$ cat src/rtl/cpu_sequencer.sv
// Multi-cycle control sequencer: walks the datapath through fetch/decode/execute/memory/writeback
// and gates PC, register-file and data-memory updates so each fires once per instruction.
module cpu_sequencer #(
  parameter int          PC_W      = 6,
  parameter int          ICNT_W    = 16,
  parameter int          MEM_WAIT  = 1,
  parameter logic [31:0] HALT_INST = 32'hFFFF_FFFF
) (
  input  logic              clk,
  input  logic              reset,
  input  logic              start,
  input  logic              step_mode,
  input  logic              step,
  input  logic              halt_req,
  input  logic [31:0]       inst,
  input  logic [PC_W-1:0]   pc,
  input  logic              dec_we1,
  input  logic              dec_we2,
  input  logic              dec_mux2,
  output logic              ir_load,
  output logic              pc_en,
  output logic              rf_we,
  output logic              dm_we,
  output logic [2:0]        state,
  output logic              busy,
  output logic              halted,
  output logic              pc_wrap,
  output logic [ICNT_W-1:0] inst_count
);

  localparam logic [2:0] S_IDLE  = 3'd0;
  localparam logic [2:0] S_FETCH = 3'd1;
  localparam logic [2:0] S_DEC   = 3'd2;
  localparam logic [2:0] S_EXE   = 3'd3;
  localparam logic [2:0] S_MEM   = 3'd4;
  localparam logic [2:0] S_WB    = 3'd5;
  localparam logic [2:0] S_PAUSE = 3'd6;
  localparam logic [2:0] S_HALT  = 3'd7;

  localparam logic [3:0] WAIT_LD = 4'(MEM_WAIT - 1);

  logic [2:0] nxt;
  logic [3:0] wait_cnt;
  logic       at_wrap;

  assign at_wrap = (pc == {PC_W{1'b1}});

  always_comb begin
    nxt = state;
    case (state)
      S_IDLE:  if (start) nxt = S_FETCH;
      S_FETCH: nxt = S_DEC;
      S_DEC:   nxt = (inst == HALT_INST) ? S_HALT : S_EXE;
      S_EXE:   nxt = (dec_we2 || !dec_mux2) ? S_MEM : S_WB;
      S_MEM:   if (wait_cnt == 4'd0) nxt = S_WB;
      S_WB: begin
        if (at_wrap)        nxt = S_HALT;
        else if (halt_req)  nxt = S_HALT;
        else if (step_mode) nxt = S_PAUSE;
        else                nxt = S_FETCH;
      end
      S_PAUSE: begin
        if (halt_req)                nxt = S_HALT;
        else if (step || !step_mode) nxt = S_FETCH;
      end
      S_HALT:  if (start) nxt = S_FETCH;
      default: nxt = S_IDLE;
    endcase
  end

  always_ff @(posedge clk or posedge reset) begin
    if (reset) begin
      state      <= S_IDLE;
      wait_cnt   <= 4'd0;
      inst_count <= '0;
      pc_wrap    <= 1'b0;
    end else begin
      state <= nxt;
      if (state == S_EXE && nxt == S_MEM)
        wait_cnt <= WAIT_LD;
      else if (state == S_MEM && wait_cnt != 4'd0)
        wait_cnt <= wait_cnt - 4'd1;
      if (state == S_WB && inst_count != {ICNT_W{1'b1}})
        inst_count <= inst_count + 1'b1;
      // Sticky until the harness restarts from HALT.
      if (state == S_WB && at_wrap)
        pc_wrap <= 1'b1;
      else if (state == S_HALT && start)
        pc_wrap <= 1'b0;
    end
  end

  // Moore decode; reset forces state to IDLE so every enable drops immediately.
  assign ir_load = (state == S_FETCH);
  assign dm_we   = (state == S_MEM) && (wait_cnt == 4'd0) && dec_we2;
  assign rf_we   = (state == S_WB) && dec_we1;
  assign pc_en   = (state == S_WB);
  assign busy    = (state >= S_FETCH) && (state <= S_WB);
  assign halted  = (state == S_HALT);

endmodule

$ cat config.mk
export PLATFORM = sky130hd
export DESIGN_NAME = cpu_sequencer
export DESIGN_NICKNAME = d
export VERILOG_FILES = /design/src/rtl/cpu_sequencer.sv
export SDC_FILE = /design/constraint.sdc
export NUM_CORES = 1
export LEC_CHECK = 0
export CORE_ASPECT_RATIO = 0.8
export CORE_UTILIZATION = 42
export CTS_CLUSTER_SIZE = 24
export DETAILED_ROUTE_END_ITERATION = 8
export PLACE_DENSITY_LB_ADDON = 0.25
export RECOVER_POWER = 100
export SYNTH_ARGS = -nofsm -noshare
export SYNTH_HDL_FRONTEND = slang
export SYNTH_SLANG_ARGS = --single-unit
$ cat constraint.sdc
create_clock -name clk -period 4.9 [get_ports clk]
set_input_delay 1.47 -clock clk [delete_from_list [all_inputs] [get_ports clk]]
set_output_delay 1.47 -clock clk [all_outputs]
set_load 0.005 [all_outputs]
=== Yosys cells after proc, flatten, opt, wreduce, memory -nomap -nowiden ===
Cells that the tools add are included.

* Register bits: 24
* Output and inout port bits: 26
* Word-level logic and storage cells: 52

* Magnitude comparators: 2
* Add/subtract/negate cells: 2
* Reductions and logical operators: 19
* Mux-type cells: 14
* Eq/ne operators: 11

{| class="wikitable"
|+ Operator list
! cell !! count
|-
| 32-bit == test (second input constant) || 1
|-
| 3-bit two-way mux || 8
|-
| 3-bit one-hot mux with 7 select lines || 1
|-
| 16-bit by 1-bit adder with 16-bit output (second input constant) || 1
|-
| 16-bit != test (second input constant) || 1
|-
| 3-bit == test (second input constant) || 5
|-
| 1-bit logical AND || 9
|-
| 4-bit two-way mux || 2
|-
| 3-bit by 2-bit == test with 1-bit output (second input constant) || 2
|-
| 6-bit == test (second input constant) || 1
|-
| 4-bit zero test || 1
|-
| 2-bit nonzero test || 2
|-
| 4-bit nonzero test || 1
|-
| 4-bit by 1-bit subtractor with 4-bit output (second input constant) || 1
|-
| 3-bit by 1-bit == test with 1-bit output (second input constant) || 1
|-
| 3-bit by 1-bit >= comparator with 1-bit output (second input constant) || 1
|-
| 3-bit <= comparator (second input constant) || 1
|-
| 3-bit zero test || 1
|-
| 1-bit two-way mux || 3
|-
| 1-bit zero test || 2
|-
| 1-bit logical OR || 2
|-
| 2-bit OR reduction || 1
|}

=== Logic depth before layout (Yosys ltp) ===
* Word-level depth: 8
* Depth in mapped cells: 6
* Gate-level depth less buffers: 6

=== Worst setup path after synthesis ===
OpenSTA, ideal clock, no wires.

* Path kind: input -> output
* Start point: input dec_we2
* End point: output dm_we
* Path buffers: 0
* Data arrival time: 1798 ps
* Cell stages on the path: 2
* Setup slack: 1632 ps
* Required time: 3430 ps
* Cell sequence: inv_1 nor4_1

* Word-level cells in the longest chain between the ends: 1

{| class="wikitable"
|+ Ends and longest elaborated chain
! element !! line !! text
|-
| start: declaration || 18 || <nowiki>input logic dec_we2,</nowiki>
|-
| 1-bit logical AND || 95 || <nowiki>assign dm_we = (state == S_MEM) && (wait_cnt == 4'd0) && dec_we2;</nowiki>
|-
| end: declaration || 23 || <nowiki>output logic dm_we,</nowiki>
|}

No other way between the ends.

=== Worst setup path in the final report ===
Same ends and word-level chain as after synthesis.

==> results by group <==
Placed design
  – DP Wirelength: 3000 um
  – RePlAce Congestion: 0.752
  – Pre-CTS setup slack: 0.616 ns
  – # port buffers: 72

Setup path
  – Crit path top cell by count: dlygate4sd3_1
  – Peak per-stage delay on the critical path: 0.60 ns
  – Worst Path Max Fanout: 2
  – WP data required: 3.43 ns
  – Setup crit end kind: output port
  – Slowest CP cell: dlygate4sd3_1
  – Critical-path cell list: dlygate4sd3_1 -> inv_1 -> nor4_1 -> dlygate4sd3_1
  – Crit path DAT: 2.91 ns
  – Startpoint types: input pin
  – Setup Crit Path Kind: in2out

Cells and area
  – Filler cell count in the final layout: 250
  – Ant. Diodes: 0
  – Layout cells sized above 1: 3.76%
  – Final Net Count: 264
  – Final Util: 68.3%
  – Syn-to-layout area delta: 53.4%

Power and ir drop
  – VDD IR max: 0.299 mV
  – LEAKAGE: 0.942 nW
  – Power Density: 357 nW/um^2

Floorplan
  – Die Y: 53.5 um
  – Starting Density: 44.5%
  – Core Box Area: 3130 um^2
  – Top Ports: 73
  – Die Area: 3550 um^2
  – Die width: 66.4 um
  – Row count: 18

STA
  – Setup TNS: 0 ns
  – Fin crit share: 89.3%
  – Tmin final: 4.38 ns
  – Slew Viols, Final: 0
  – Maximum clock rate: 228 MHz
  – Tightest Pin Transition: 1.01 ns
  – Setup WS post-layout: 0.522 ns
  – Rel. slew slack: 31.9%
  – Hold Violations, Final: 0
  – Final setup viols: 0
  – RSZ-0062 raised after global routing: no
  – Setup Skew: 0.00355 ns

Yosys
  – Mean Syn Cell Area: 9.82 um^2
  – Warnings, synthesis: 0
  – FFs w/ async S/R, synth: 100%
  – Synth Area in Simple Gates: 30.3%
  – Seq/Total Area, Yosys: 43.1%
  – Cells after Synth: 142
  – Post-synthesis mux area share: 1.08%
  – Number of synthesized flops with an enable pin: 0
  – Post-synthesis xor/xnor area fraction: 11.9%
  – Compound-gate portion of the synthesized area: 8.71%
  – Synth Flop Type: dfrtp_1
  – Synth unique cells: 36
  – Synthesized flop and latch total: 24
  – Synth Net Count: 191
  – Netlist Area Pre-Place: 1390 um^2
  – Combinational family with the most area after synthesis: simple AND/OR/NAND/NOR gates
  – Post-Synth Adder-Cell Area: 1.80%

Route
  – Residual DRC count: 0
  – Vias: 1,326
  – Initial DRC count: 102
  – Routed wire per std cell: 14.4 um
  – Vias per cell: 5.24
  – Final ANT Viol Nets: 0
  – Post-Route WL: 3640 um
  – DRT Pass-1 Iters: 4

Flow run
  – Max-cap violations: 0

Clocking
  – Post-cts sizing count: 0
  – Setup repair bufs after CTS: 0
  – CTS tree: yes
  – CTS clk-pin slew, worst paths: 0.08 ns
  – CTS root buf: clkbuf_8
  – Clock sinks: 24
  – CTS Buf Count: 3
  – CTS Hold Buffers Added: 0
  – Worst-Skew Late Latency: 0.26 ns
  – Clk buf depth: 2
  – H-tree depth: 1

Outcome
  – Outcome: finished clean

Global route
  – Largest net degree at the start of global routing: 25
  – First-pass GRT wire length: 5930 um
  – Vias in the first global route: 1,282
  – Tot GR Track Use: 22.4%
  – Gr ovfl total: 0
  – Initial antenna violation count: 0

Min path
  – Hold WC Path Type: reg2reg
worst paths after layout:
kind	startpoint	to	slack [ns]	cells after the start
setup / recovery	dec_we2	dm_we	0.52	4
hold / removal	inst_count[15]	inst_count[15]	0.50	1
setup reg to reg	inst_count[0]	inst_count[3]	2.64	6
hold reg to reg	inst_count[15]	inst_count[15]	0.50	1
max in group asynchronous	reset	inst_count[3]	2.51	2
min in group asynchronous	reset	inst_count[13]	1.84	2
layout by cell type, fill, tap and decap left out, types with 2 or more instances in the layout:
master,Yosys,final
nand2_1,12,12
and3_1,3,3
nor2_1,11,11
nand4_1,12,12
nor3_1,5,8
clkdlybuf4s50_1,0,42
dfrtp_1,24,24
o21ai_0,4,4
ha_1,2,2
and2_1,3,2
dlygate4sd3_1,0,30
xor2_1,7,7
clkbuf_8,0,3
inv_1,7,7
nor4_1,3,3
xnor2_1,12,12
nand3_1,12,12
nand2b_1,2,2
synthesized netlist by cell type, drive strengths merged, types with 3 or more instances:
master   n  area share (%)
and2     3             1.3
and3     3             1.3
dfrtp   24              43
inv      7             1.9
nand2   12             3.2
nand3   13             5.6
nand4   13             6.3
nor2    11             3.0
nor3     8             4.8
nor4     3             1.3
o21ai    4             1.4
xnor2   12             7.5
xor2     7             4.4
power by group:
part | total (mW) | switching [mW] | internal, mW
clock | 0.112 | 0.0573 | 0.0548
sequential | 0.326 | 0.0817 | 0.244
combinational | 0.325 | 0.141 | 0.184
total | 0.763 | 0.280 | 0.483
sequential cells by signal, indices dropped and copies added, names as in the netlist:
signal      flops
inst_count     16
wait_cnt        4
state           3
pc_wrap         1
kinds of logic (layout without fill, tap and decap cells):
kind of cell	after synthesis	after routing
DFF	24	24
and+or+nand+nor	71	71
muxes	1	1
xor gates and xnor gates	19	19
buffers and inverters	11	82
adders and majority gates	2	2
AOI/OAI and AO/OA	14	14
worst max-delay path: cells and delay by family:
kind / cells / cell delay, ns
buffers and inverters: 3 / 1.19
AND/OR/NAND/NOR: 1 / 0.25
layout make-up:
class                   count  area [um^2]  area share [%]
repair buffers             72          721            33.7
multi-input cells         107          699            32.7
flip-flops and latches     24          601            28.1
well taps                  40         50.0            2.34
clock buffers               3         41.3            1.93
inverters                   7         26.3            1.23
per-stage QoR:
step	cell area [um^2]	instances	hold WS (ns)	power, mW
floorplan	1390	142	0.487	0.506
global placement	2150	250	0.488	0.666
detailed placement	2150	250	0.491	0.683
CTS	2190	253	0.505	0.798
global route	2140	253	0.521	0.818
finish	2140	253	0.495	0.763
routing by layer:
metal | up-vias | part of all wire (%) | track usage, %
met5 | - | 0 | 0
met4 | 0 | 0.93 | 3.55
met3 | 4 | 3.6 | 5.60
met2 | 25 | 52 | 40.5
met1 | 646 | 43 | 27.8
li1 | 651 | - | -
No activity file was read; power rests on OpenSTA's default activity.
